$ cat src/rtl/mul_hilo_ctrl.sv
// Multi-cycle sequencer for the EX-stage 32x32 multiplier: registers operands onto an
// external combinational multiplier, holds the pipeline, then issues one HI/LO write.
module mul_hilo_ctrl #(
    parameter int LATENCY = 2
) (
    input  logic        clk,
    input  logic        rst,
    input  logic        start,
    input  logic [1:0]  op,
    input  logic [31:0] src_a,
    input  logic [31:0] src_b,
    input  logic [31:0] hi_i,
    input  logic [31:0] lo_i,
    input  logic        flush,
    input  logic        stall_i,
    output logic [31:0] mul_a,
    output logic [31:0] mul_b,
    output logic        mul_sign,
    input  logic [63:0] mul_result,
    output logic        stall_o,
    output logic        hilo_we,
    output logic [31:0] hi_o,
    output logic [31:0] lo_o
);

    typedef enum logic [1:0] {
        IDLE = 2'd0,
        BUSY = 2'd1,
        DONE = 2'd2
    } state_t;

    localparam logic [1:0] OP_MULTU = 2'b01;
    localparam logic [1:0] OP_MADD  = 2'b10;
    localparam logic [1:0] OP_MSUB  = 2'b11;
    localparam logic [1:0] CNT_INIT = 2'(LATENCY - 1);

    state_t      state;
    logic [1:0]  cnt;
    logic [1:0]  op_q;
    logic [63:0] acc;
    logic [63:0] result;

    // Accumulation wraps modulo 2^64; the multiplier already returns the signed or unsigned product.
    always_comb begin
        result = mul_result;
        case (op_q)
            OP_MADD: result = acc + mul_result;
            OP_MSUB: result = acc - mul_result;
            default: result = mul_result;
        endcase
    end

    // stall_o in IDLE must rise in the same cycle EX presents the instruction.
    assign stall_o = ((state == IDLE) && start && !flush) || ((state == BUSY) && !flush);
    assign hilo_we = (state == DONE) && !stall_i && !flush;

    always_ff @(posedge clk) begin
        if (rst) begin
            state    <= IDLE;
            cnt      <= 2'd0;
            op_q     <= 2'd0;
            acc      <= 64'd0;
            mul_a    <= 32'd0;
            mul_b    <= 32'd0;
            mul_sign <= 1'b0;
            hi_o     <= 32'd0;
            lo_o     <= 32'd0;
        end else if (flush) begin
            state <= IDLE;
            cnt   <= 2'd0;
        end else begin
            case (state)
                IDLE: begin
                    if (start) begin
                        mul_a    <= src_a;
                        mul_b    <= src_b;
                        mul_sign <= (op != OP_MULTU);
                        op_q     <= op;
                        acc      <= {hi_i, lo_i};
                        cnt      <= CNT_INIT;
                        state    <= BUSY;
                    end
                end
                BUSY: begin
                    if (cnt != 2'd0) begin
                        cnt <= cnt - 2'd1;
                    end else begin
                        {hi_o, lo_o} <= result;
                        state        <= DONE;
                    end
                end
                DONE: begin
                    if (!stall_i) begin
                        state <= IDLE;
                    end
                end
                default: state <= IDLE;
            endcase
        end
    end

endmodule

$ cat config.mk
export PLATFORM = sky130hd
export DESIGN_NAME = mul_hilo_ctrl
export DESIGN_NICKNAME = d
export VERILOG_FILES = /design/src/rtl/mul_hilo_ctrl.sv
export SDC_FILE = /design/constraint.sdc
export NUM_CORES = 1
export LEC_CHECK = 0
export CORE_MARGIN = 3
export CORE_UTILIZATION = 54
export DETAILED_ROUTE_END_ITERATION = 10
export GPL_TIMING_DRIVEN = 1
export MAX_ROUTING_LAYER = met4
export PLACE_DENSITY = 0.93
export REMOVE_ABC_BUFFERS = 1
export SLEW_MARGIN = 30
export SYNTH_ARGS = -nofsm -noshare
export SYNTH_HDL_FRONTEND = slang
export SYNTH_SLANG_ARGS = --single-unit
$ cat constraint.sdc
create_clock -name clk -period 14.65 [get_ports clk]
set_clock_uncertainty 0.05 [all_clocks]
set_input_delay 2.93 -clock clk [delete_from_list [all_inputs] [get_ports clk]]
set_output_delay 2.93 -clock clk [all_outputs]
set_load 0.05 [all_outputs]
==> results of run 1 <==
==> worst max-delay path by stage <==
stage                        start               endpoint  slack, ns  cells after the start
floorplan                    flush  hi_o[29]$_SDFFE_PP0P_       5.39                      4
global placement    mul_result[16]  hi_o[25]$_SDFFE_PP0P_       6.17                     19
detailed placement  mul_result[16]  hi_o[25]$_SDFFE_PP0P_       6.05                     19
CTS                 mul_result[16]  hi_o[25]$_SDFFE_PP0P_       6.47                     19
global route        mul_result[16]  hi_o[25]$_SDFFE_PP0P_       6.01                     19
finish              mul_result[16]  hi_o[25]$_SDFFE_PP0P_       6.39                     19
==> kinds of logic (layout without fill, tap and decap cells) <==
group | after synthesis | in the layout | synth area share [%]
compound gates | 482 | 482 | 23.56
other cells | 0 | 1 | 0
buf+inv | 123 | 389 | 3.724
mux | 49 | 49 | 3.965
simple gates | 603 | 603 | 21.27
fa+ha+maj | 66 | 66 | 6.703
flops | 199 | 199 | 32.05
xor+xnor | 124 | 124 | 8.736
==> state kept, by name (all words and copies together), names as in the netlist <==
name,flops
acc,64
hi_o,32
lo_o,32
mul_a,32
mul_b,32
cnt,2
op_q,2
state,2
mul_sign,1
==> cells in the mapped netlist (3+ instances only) <==
cell | instances | area [um2]
a21o_1 | 38 | 285.3
nor2b_1 | 7 | 43.79
or4_1 | 6 | 45.04
nor4_1 | 5 | 31.28
nand4_1 | 18 | 112.6
a221oi_1 | 11 | 96.34
buf_1 | 6 | 22.52
o21bai_1 | 17 | 127.6
clkbuf_1 | 96 | 360.4
o21ai_0 | 51 | 255.2
nor3b_1 | 8 | 60.06
o21ai_1 | 20 | 100.1
or3_1 | 11 | 68.82
inv_1 | 20 | 75.07
xor2_1 | 62 | 543.0
nand2b_1 | 7 | 43.79
nand2_1 | 345 | 1295
ha_1 | 65 | 813.3
mux2i_1 | 47 | 470.5
o211ai_1 | 8 | 60.06
o41ai_1 | 8 | 70.07
a211oi_1 | 51 | 382.9
and2_1 | 5 | 31.28
xnor2_1 | 62 | 543.0
o31ai_1 | 18 | 135.1
dfxtp_1 | 199 | 3984
a41oi_1 | 4 | 35.03
nor2_1 | 122 | 457.9
a21oi_1 | 225 | 1126
or2_2 | 3 | 18.77
nand3_1 | 19 | 95.09
nand2_2 | 3 | 18.77
nor2_4 | 3 | 33.78
and3_1 | 6 | 37.54
a31oi_1 | 11 | 68.82
nor3_1 | 19 | 95.09
==> metal layers <==
layer | vias up | track usage (%) | share of wire (%)
met2 | 642 | 52.43 | 47
li1 | 6287 | - | -
met1 | 6172 | 42.68 | 43
met3 | 83 | 5.467 | 7.5
met4 | 0 | 11.24 | 3.0
met5 | - | - | 0
==> critical path, delay by kind of cell <==
family	cells	cell delay, ns
AO/OA/AOI/OAI	11	2.73
AND/OR/NAND/NOR	4	1.71
buffers and inverters	1	0.50
adder cells (fa/ha/maj)	1	0.33
XOR/XNOR	2	0.33
==> metrics by stage <==
stage          hold slack, ns  worst slack, ns  utilization, %
2_1_floorplan          0.3803            5.387               -
3_3_place_gp           0.3896            6.166           70.97
3_5_place_dp           0.3941            6.053           70.97
4_1_cts                0.4041            6.473           73.78
5_1_grt                0.4251            6.006           73.81
6_report               0.4036            6.387           73.81
==> layout make-up <==
| class | instances | area (um2) |
|---|---|---|
| antenna | 1 | 2.502 |
| clock buffer | 18 | 439.2 |
| clock inverter | 14 | 185.2 |
| fill | 1681 | 5822 |
| inverter | 20 | 75.07 |
| multi-input combinational | 1324 | 8013 |
| sequential | 199 | 3988 |
| tap | 280 | 350.3 |
| timing repair buffer | 337 | 3354 |
==> power breakdown <==
part | switching, mW | total, mW | internal (mW) | leakage (nW)
Clock | 0.259 | 0.499 | 0.240 | 0.301
Combinational | 0.225 | 0.380 | 0.155 | 4.29
Sequential | 0.0157 | 0.580 | 0.564 | 1.62
==> metrics.md, run 1 <==
| Metric | Value |
|---|---|
| Worst Hold Launch | `lo_o[2]$_SDFFE_PP0P_` |
| Final setup vio count | `0` |
| Fin crit share | `56.41%` |
| Initial DRT Pass Iterations | `6` |
| CP Data Arrival Time | `8.55 ns` |
| Hold Crit Depth | `2` |
| Post-synth top flop | `dfxtp_1` |
| Post-route insts no fill | `2,193` |
| Setup TNS | `0 ns` |
| First DRT Iteration DRCs | `1,052` |
| Inst Count DP | `2,160` |
| Mapped cell area | `12,430 um2` |
| Status | `completed` |
| EDFF count, synth | `0` |
| CP cell instances | `clkdlybuf4s50_1 -> or4_1 -> nor4_2 -> nand2b_4 -> or4_1 -> o31ai_1 -> xor2_1 -> ha_1 -> a21o_1 -> a21o_1 -> a21o_1 -> a211oi_1 -> o21ai_1 -> a41oi_1 -> o21ai_1 -> a21oi_1 -> o21ai_1 -> xnor2_1 -> a221oi_1` |
| Sink Count | `199` |
| Peak VDD IR | `92.35 uV` |
| Core ar. | `22,230 um2` |
| Tot Pwr | `1.459 mW` |
| Overflow after GRT | `0` |
| Final WL | `41,720 um` |
| MaxCap Viol Count | `0` |
| GPL Wtd Cong | `0.9961` |
| Worst-skew pair later-pin latency | `0.44 ns` |
| Final nets | `2,164` |
| Port buffer count | `329` |
| Critical path's slowest cell | `or4_1` |
| Vias per Instance | `6.012` |
| Setup CP Type | `in2reg` |
| Hold endpoint | `lo_o[2]$_SDFFE_PP0P_` |
| DIE WIDTH | `157.7 um` |
| GRT Total Usage | `32.95%` |
| Synth Instances | `1,646` |
| Post-Syn Area per Cell | `7.553 um2` |
| Most frequent cells in the layout | `nand2_1, clkdlybuf4s50_1, a21oi_1, dfxtp_1, nor2_1` |
| Syn-to-layout area delta | `31.97%` |
| Hpwl dp | `31,070 um` |
| Post-synth ARST share | `0%` |
| CTS tree | `yes` |
| Post-route ant nets | `0` |
| DR vias | `13,184` |
| Clock Tree Root | `clkbuf_16` |
| Initial Util | `55.93%` |
| WL per Instance | `19.02 um` |
| Peak Freq | `0.1210 GHz` |
| Final Max Tran Viols | `0` |
| Commonest non-fill, non-tap cell in the layout | `nand2_1` |
| # Post-CTS Setup Buffers | `0` |
| CTS buffer count | `17` |
| Synth warnings | `0` |
| Die area | `24,880 um2` |
| Final Hold Fails | `0` |
| Worst reg-to-reg setup slack | `9.03 ns` |
| Register area share after synthesis | `32.05%` |
| First-pass GRT wire length | `64,630 um` |
| Slew @ Worst Pin | `0.8852 ns` |
| Cell area after layout | `16,410 um2` |
| Synthesis-stage register bit count | `199` |
| Post-CTS Resized | `0` |
| Vias in the first global route | `12,619` |
| Clock Pin Slew Worst Setup and Hold Paths | `0.09 ns` |
| IO Pins | `330` |
| Cts-stage hold buffer count | `0` |
| Placement Cell Area | `15,780 um2` |
| Share of post-route cells with drive strength above 1 | `3.609%` |
| Max incr delay on CP | `0.63 ns` |
| Cell area power density | `88.94 nW/um2` |
| Peak fanout along the critical path | `7` |
| Bufs on Longest Clock Path | `2` |
| Hold Path Class | `reg2reg` |
| Leak pwr | `6.216 nW` |
| H-tree Lvls | `4` |
| Reg2reg end | `hi_o[25]$_SDFFE_PP0P_` |
| RSZ-0062 raised after global routing | `false` |
| Startpoint types | `primary input` |
| Cells on worst reg2reg path | `17` |
| Initial antenna violation count | `1` |
| Data required time of the critical path | `14.94 ns` |
| Rows | `54` |
| Crit end category | `flip-flop` |
| DRC | `0` |
| Floorplan die height | `157.7 um` |
| Worst slew margin | `40.98%` |
| Period minus WS final | `8.263 ns` |
| Post-synth cell types | `69` |
| R2R Path Start | `op_q[1]$_SDFFE_PP0P_` |
| Pin count of the biggest net entering global routing | `119` |
No activity file was read; power rests on OpenSTA's default activity.
==> run 2, diff against run 1 <==
CORE_UTILIZATION = 45   (was 54)
PLACE_DENSITY = 0.83   (was 0.93)
clock period = 7.6 ns   (was 14.65 ns; I/O delays follow)
==> run 2 against run 1 <==
Wire length down 0.52%. Via count down 2.6%. Non-clock buffer count up 3. First-iteration DRC count down 22%. Critical path type unchanged. Critical endpoint is now hi_o[29]$_SDFFE_PP0P_. Largest power group unchanged.
==> metrics.md, run 2 (synthesis results as in run 1) <==
| Metric | Value |
|---|---|
| Status | `completed (unchanged)` |
| Worst-skew pair later-pin latency | `0.44 ns (about the same)` |
| Startpoint types | `primary input (unchanged)` |
| Hold Crit Depth | `2 (unchanged)` |
| Clock Tree Root | `clkbuf_16 (unchanged)` |
| Worst Hold Launch | `mul_a[24]$_SDFFE_PP0P_ (was lo_o[2]$_SDFFE_PP0P_)` |
| Final setup vio count | `0 (unchanged)` |
| Bufs on Longest Clock Path | `2 (unchanged)` |
| Fin crit share | `86.58%` |
| Overflow after GRT | `0 (unchanged)` |
| Cells on worst reg2reg path | `17 (unchanged)` |
| Final Max Tran Viols | `0 (unchanged)` |
| Fin util | `61.06% (was 73.81%)` |
| Hold endpoint | `mul_a[24]$_SDFFE_PP0P_ (was lo_o[2]$_SDFFE_PP0P_)` |
| Initial Util | `46.00% (was 55.93%)` |
| Multi-input gate area | `8008 um2 (was 8013 um2)` |
| Rows | `60 (was 54)` |
| Share of post-route cells with drive strength above 1 | `3.657% (was 3.609%)` |
| Core ar. | `27,030 um2 (was 22,230 um2)` |
| First-pass GRT wire length | `65,400 um (was 64,630 um)` |
| # diodes | `0 (was 1)` |
| Leak pwr | `6.232 nW (was 6.216 nW)` |
| Vias in the first global route | `12,577 (was 12,619)` |
| CP Data Arrival Time | `6.87 ns (was 8.55 ns)` |
| Port buffer count | `329 (unchanged)` |
| Final nets | `2,167 (was 2,164)` |
| Initial antenna violation count | `0 (was 1)` |
| Cts-stage hold buffer count | `0 (unchanged)` |
| Hold Slack | `0.4055 ns (was 0.4036 ns)` |
| Tot Pwr | `2.803 mW (was 1.459 mW)` |
| Reg2reg end | `hi_o[29]$_SDFFE_PP0P_ (was hi_o[25]$_SDFFE_PP0P_)` |
| Worst slew margin | `35.44% (was 40.98%)` |
| Post-CTS Resized | `0 (unchanged)` |
| M1 WL | `18,330 um (was 17,850 um)` |
| Max FFs per register | `64 (unchanged)` |
| Final WL | `41,500 um (was 41,720 um)` |
| DRC | `0 (unchanged)` |
| Peak fanout along the critical path | `7 (unchanged)` |
| IO Pins | `330 (unchanged)` |
| First DRT Iteration DRCs | `818 (was 1,052)` |
| Vias per Instance | `5.695 (was 6.012)` |
| Commonest non-fill, non-tap cell in the layout | `nand2_1 (unchanged)` |
| Hpwl dp | `31,190 um (was 31,070 um)` |
| GRT Total Usage | `28.07% (was 32.95%)` |
| # Post-CTS Setup Buffers | `0 (unchanged)` |
| WL per Instance | `18.40 um (was 19.02 um)` |
| Peak Freq | `0.1520 GHz` |
| MaxCap Viol Count | `0 (unchanged)` |
| Met2 wire length | `19,730 um (was 19,520 um)` |
| Max incr delay on CP | `0.68 ns (was 0.63 ns)` |
| GPL Wtd Cong | `0.9677 (was 0.9961)` |
| CTS buffer count | `17 (unchanged)` |
| Max Used Layer | `met4 (unchanged)` |
| H-tree Lvls | `4 (unchanged)` |
| Hold Path Class | `reg2reg (unchanged)` |
| Cell area power density | `169.9 nW/um2 (was 88.94 nW/um2)` |
| Slew @ Worst Pin | `0.9657 ns (was 0.8852 ns)` |
| Syn-to-layout area delta | `32.73% (was 31.97%)` |
| Register area | `3988 um2 (unchanged)` |
| Fillers | `2,501 (was 1,681)` |
| Setup CP Type | `in2reg (unchanged)` |
| Pin count of the biggest net entering global routing | `123 (was 119)` |
| Die area | `29,660 um2 (was 24,880 um2)` |
| DIE WIDTH | `172.2 um (was 157.7 um)` |
| Sink Count | `199 (unchanged)` |
| RSZ-0062 raised after global routing | `false (unchanged)` |
| Cell area after layout | `16,500 um2 (was 16,410 um2)` |
| CP cell instances | `clkdlybuf4s50_1 -> or4_1 -> nor4_2 -> nand2b_4 -> or4_1 -> o31ai_1 -> xor2_1 -> ha_1 -> a21o_1 -> a21o_1 -> a21o_1 -> a211oi_1 -> o21ai_1 -> a41oi_1 -> o21ai_1 -> a21oi_1 -> buf_4 -> o21ai_1 -> xnor2_1 -> a311oi_1 (was clkdlybuf4s50_1 -> or4_1 -> nor4_2 -> nand2b_4 -> or4_1 -> o31ai_1 -> xor2_1 -> ha_1 -> a21o_1 -> a21o_1 -> a21o_1 -> a211oi_1 -> o21ai_1 -> a41oi_1 -> o21ai_1 -> a21oi_1 -> o21ai_1 -> xnor2_1 -> a221oi_1)` |
| Floorplan die height | `172.2 um (was 157.7 um)` |
| Initial DRT Pass Iterations | `5 (was 6)` |
| Clock Pin Slew Worst Setup and Hold Paths | `0.08 ns (was 0.09 ns)` |
| Placement Cell Area | `15,890 um2 (was 15,780 um2)` |
| CTS tree | `yes (unchanged)` |
| Period minus WS final | `6.580 ns` |
| Worst reg-to-reg setup slack | `2.79 ns (was 9.03 ns)` |
| R2R Path Start | `op_q[1]$_SDFFE_PP0P_ (unchanged)` |
| Data required time of the critical path | `7.89 ns (was 14.94 ns)` |
| Most flops, register | `acc (unchanged)` |
| Met3 WL | `2470 um (was 3113 um)` |
| Most frequent cells in the layout | `nand2_1, clkdlybuf4s50_1, a21oi_1, dfxtp_1, nor2_1 (unchanged)` |
| Peak VDD IR | `164.0 uV (was 92.35 uV)` |
| Crit end category | `flip-flop (unchanged)` |
| Final Hold Fails | `0 (unchanged)` |
| Critical path's slowest cell | `or4_1 (unchanged)` |
| DR vias | `12,842 (was 13,184)` |
| Post-route ant nets | `0 (unchanged)` |
run 2: changes by cell type in the layout (fill, tap and decap cells not counted), sizes merged:
cell / change
diode: -1
inv: -2
clkinv: +1
buf: +3
clkbuf: -1
bufinv: +1
run 2: final cells by class:
cell class              count  area share [%]
flip-flops and latches    199           24.17
multi-input cells        1324           48.53
clock inverters            14           1.099
well taps                 341           2.586
repair buffers            340           20.59
inverters                  20          0.4550
clock buffers              17           2.578
run 2: routing by layer:
layer | vias to the layer above | track usage [%]
met5 | - | -
met4 | 0 | 8.261
met3 | 65 | 3.521
met2 | 465 | 45.57
met1 | 6010 | 36.89
li1 | 6302 | -
run 2: worst max path at each step:
stage	cells after the start	slack, ns	to	start
global route	20	0.49	hi_o[25]$_SDFFE_PP0P_	mul_result[16]
global placement	20	0.78	hi_o[29]$_SDFFE_PP0P_	mul_result[16]
detailed placement	20	0.62	hi_o[29]$_SDFFE_PP0P_	mul_result[16]
floorplan	4	-0.25	hi_o[29]$_SDFFE_PP0P_	flush
CTS	20	1.06	hi_o[29]$_SDFFE_PP0P_	mul_result[16]
finish	20	1.02	hi_o[29]$_SDFFE_PP0P_	mul_result[16]
run 2: through the flow:
| step | instances | setup WS (ns) | TNS, ns |
|---|---|---|---|
| floorplan | 1543 | -0.2530 | -2.632 |
| global placement | 2223 | 0.7775 | 0 |
| detailed placement | 2224 | 0.6245 | 0 |
| CTS | 2255 | 1.058 | 0 |
| global route | 2255 | 0.4870 | 0 |
| finish | 2255 | 1.020 | 0 |
run 2: power breakdown:
part | switching, mW | total, mW | internal, mW
sequential | 0.0304 | 1.12 | 1.09
clock | 0.477 | 0.953 | 0.475
combinational | 0.431 | 0.732 | 0.301
total | 0.939 | 2.80 | 1.86
run 2: worst max-delay path, delay by kind of cell:
kind                     cells  cell delay, ns
AND/OR/NAND/NOR              4            1.78
AO/OA/AOI/OAI               11            2.23
adder cells (fa/ha/maj)      1            0.33
buffers and inverters        2            0.67
XOR/XNOR                     2            0.33
==> run 3, diff against run 2 <==
PLACE_DENSITY = unset   (was 0.83)
PLACE_DENSITY_LB_ADDON = 0.05   (was unset)
==> run 3 against run 2 <==
Worst setup slack better by 0.031 ns. Combinational power about the same. Non-clock buffer count is 2 higher. Clock power rose by 3.5%. First-iteration DRC count shrank 11%. Utilization is 0.23 points higher. Sequential cell count is the same. Largest cell class unchanged.
==> metrics.md, run 3 (synthesis results as in run 1) <==
| Metric | Value |
|---|---|
| Final WL | `41,890 um (was 41,500 um)` |
| Hpwl dp | `31,310 um (was 31,190 um)` |
| First DRT Iteration DRCs | `730 (was 818)` |
| Fin util | `61.29% (was 61.06%)` |
| Part of the power in registers | `39.5% (was 39.9%)` |
| Fin crit share | `86.17% (was 86.58%)` |
| DRC | `0 (unchanged)` |
| Commonest non-fill, non-tap cell in the layout | `nand2_1 (unchanged)` |
| Vias in the first global route | `12,133 (was 12,577)` |
| Initial DRT Pass Iterations | `7 (was 5)` |
| Initial antenna violation count | `3 (was 0)` |
| Most flops, register | `acc (unchanged)` |
| Vias per Instance | `5.581 (was 5.695)` |
| H-tree Lvls | `4 (unchanged)` |
| Setup TNS | `0 ns (unchanged)` |
| CP delay by family, top | `compound AO/OA/AOI/OAI gates (unchanged)` |
| Peak Freq | `0.1527 GHz (was 0.1520 GHz)` |
| Cell area power density | `171.1 nW/um2 (was 169.9 nW/um2)` |
| Period minus WS final | `6.549 ns (was 6.580 ns)` |
| IO Pins | `330 (unchanged)` |
| Most frequent cells in the layout | `nand2_1, clkdlybuf4s50_1, a21oi_1, dfxtp_1, nor2_1 (unchanged)` |
| Final nets | `2,169 (was 2,167)` |
| Worst-skew pair later-pin latency | `0.44 ns (about the same)` |
| Worst slew margin | `44.81% (was 35.44%)` |
| Crit end category | `flip-flop (unchanged)` |
| Multi-input gate area | `8013 um2 (was 8008 um2)` |
| Port buffer count | `329 (unchanged)` |
| Post-route insts no fill | `2,263 (was 2,255)` |
| Fillers | `2,483 (was 2,501)` |
| Logic pwr share | `25.8% (was 26.1%)` |
| Hold Slack | `0.4076 ns (was 0.4055 ns)` |
| Psw | `0.9816 mW (was 0.9387 mW)` |
| Setup CP Type | `in2reg (unchanged)` |
| Cell Int Power | `1.853 mW (was 1.864 mW)` |
| Syn-to-layout area delta | `33.23% (was 32.73%)` |
| Critical path's slowest cell | `or4_1 (unchanged)` |
| Register area | `3988 um2 (unchanged)` |
| GRT Total Usage | `28.36% (was 28.07%)` |
| Inst Count DP | `2,226 (was 2,224)` |
| WP buf/inv | `2 (unchanged)` |
| Final setup vio count | `0 (unchanged)` |
| CTS tree | `yes (unchanged)` |
| # Post-CTS Setup Buffers | `0 (unchanged)` |
| First-pass GRT wire length | `65,470 um (was 65,400 um)` |
| Peak VDD IR | `121.2 uV (was 164.0 uV)` |
| Status | `completed (unchanged)` |
| Cts-stage hold buffer count | `0 (unchanged)` |
| Tot Pwr | `2.835 mW (was 2.803 mW)` |
| Bufs on Longest Clock Path | `2 (unchanged)` |
| Leak pwr | `6.251 nW (was 6.232 nW)` |
| Switching share of power | `34.63% (was 33.49%)` |
| RSZ-0062 raised after global routing | `false (unchanged)` |
| Pin count of the biggest net entering global routing | `102 (was 123)` |
| Slew @ Worst Pin | `0.8279 ns (was 0.9657 ns)` |
| Share of post-route cells with drive strength above 1 | `3.808% (was 3.657%)` |
| Post-CTS Resized | `0 (unchanged)` |
| WL per Instance | `18.51 um (was 18.40 um)` |
| Final Hold Fails | `0 (unchanged)` |
| CTS buffer count | `17 (unchanged)` |
| Final Max Tran Viols | `0 (unchanged)` |
| MaxCap Viol Count | `0 (unchanged)` |
| Rows | `60 (unchanged)` |
| Clock Pin Slew Worst Setup and Hold Paths | `0.10 ns (was 0.08 ns)` |
| Sink Count | `199 (unchanged)` |
| CP Data Arrival Time | `6.84 ns (was 6.87 ns)` |
| Clock Tree Root | `clkbuf_16 (unchanged)` |
| DR vias | `12,629 (was 12,842)` |
| Initial Util | `46.00% (unchanged)` |
| DIE WIDTH | `172.2 um (unchanged)` |
| Overflow after GRT | `0 (unchanged)` |
| Peak fanout along the critical path | `7 (unchanged)` |
| Floorplan die height | `172.2 um (unchanged)` |
| Core ar. | `27,030 um2 (unchanged)` |
| Startpoint types | `primary input (unchanged)` |
| Die area | `29,660 um2 (unchanged)` |
| GPL Wtd Cong | `0.9457 (was 0.9677)` |
| Hold Path Class | `reg2reg (unchanged)` |
| Data required time of the critical path | `7.90 ns (was 7.89 ns)` |
| Max FFs per register | `64 (unchanged)` |
| Clock power frac | `34.8% (was 34.0%)` |
| Post-route ant nets | `0 (unchanged)` |
| Max incr delay on CP | `0.65 ns (was 0.68 ns)` |
| CP cell instances | `clkdlybuf4s50_1 -> or4_1 -> nor4_2 -> nand2b_4 -> or4_1 -> o31ai_1 -> xor2_1 -> ha_1 -> a21o_1 -> a21o_1 -> a21o_1 -> a211oi_1 -> o21ai_1 -> a41oi_1 -> o21ai_1 -> a21oi_1 -> buf_4 -> o21ai_1 -> xnor2_1 -> a311oi_1 (unchanged)` |
## run 3: cell count changes in the layout (fill, tap and decap cells not counted), moves of 2 or more
cell      delta
clkinv_4     -4
diode_2      +5
clkinv_8     +2
inv_12       +2
## run 3: tightest hold or removal path, cell delays in order (launching register included)
cell     delay [ns]
dfxtp_1        0.32
nand2_1        0.05
a21oi_1        0.05
## run 3: through the flow
stage | instance area (um2) | setup slack [ns]
2_1_floorplan | 12040 | -0.2530
3_3_place_gp | 15880 | 0.7557
3_5_place_dp | 15910 | 0.6879
4_1_cts | 16550 | 1.122
5_1_grt | 16560 | 0.6449
6_report | 16560 | 1.051
## run 3: area by class of cell
class | instances | share of cell area [%]
multi-input combinational | 1324 | 48.38
sequential | 199 | 24.07
timing repair buffer | 342 | 20.62
clock buffer | 18 | 2.591
tap | 341 | 2.576
clock inverter | 14 | 1.231
inverter | 20 | 0.4532
antenna | 5 | 0.07554
## run 3: final timing paths
| kind | startpoint | to | slack (ns) | cells after the start |
|---|---|---|---|---|
| worst max-delay path | mul_result[16] | hi_o[29]$_SDFFE_PP0P_ | 1.05 | 20 |
| worst min register to register | mul_a[5]$_SDFFE_PP0P_ | mul_a[5]$_SDFFE_PP0P_ | 0.41 | 2 |
| worst min-delay path | mul_a[5]$_SDFFE_PP0P_ | mul_a[5]$_SDFFE_PP0P_ | 0.41 | 2 |
| worst max register to register | op_q[1]$_SDFFE_PP0P_ | hi_o[21]$_SDFFE_PP0P_ | 2.49 | 16 |
## run 3: layer usage
metal  wire [um]  track usage (%)
met1       19620            38.01
met2       18500            43.49
met3        3102            6.584
met4         672            7.011
met5           0                -
## run 3: power groups by stage
stage | registers [mW] | clock network [mW] | logic [mW]
floorplan | 1.24 | 0 | 0.331
global placement | 1.14 | 0 | 0.721
detailed placement | 1.14 | 0 | 0.723
CTS | 1.12 | 1.01 | 0.728
global route | 1.12 | 1.04 | 0.790
finish | 1.12 | 0.986 | 0.730
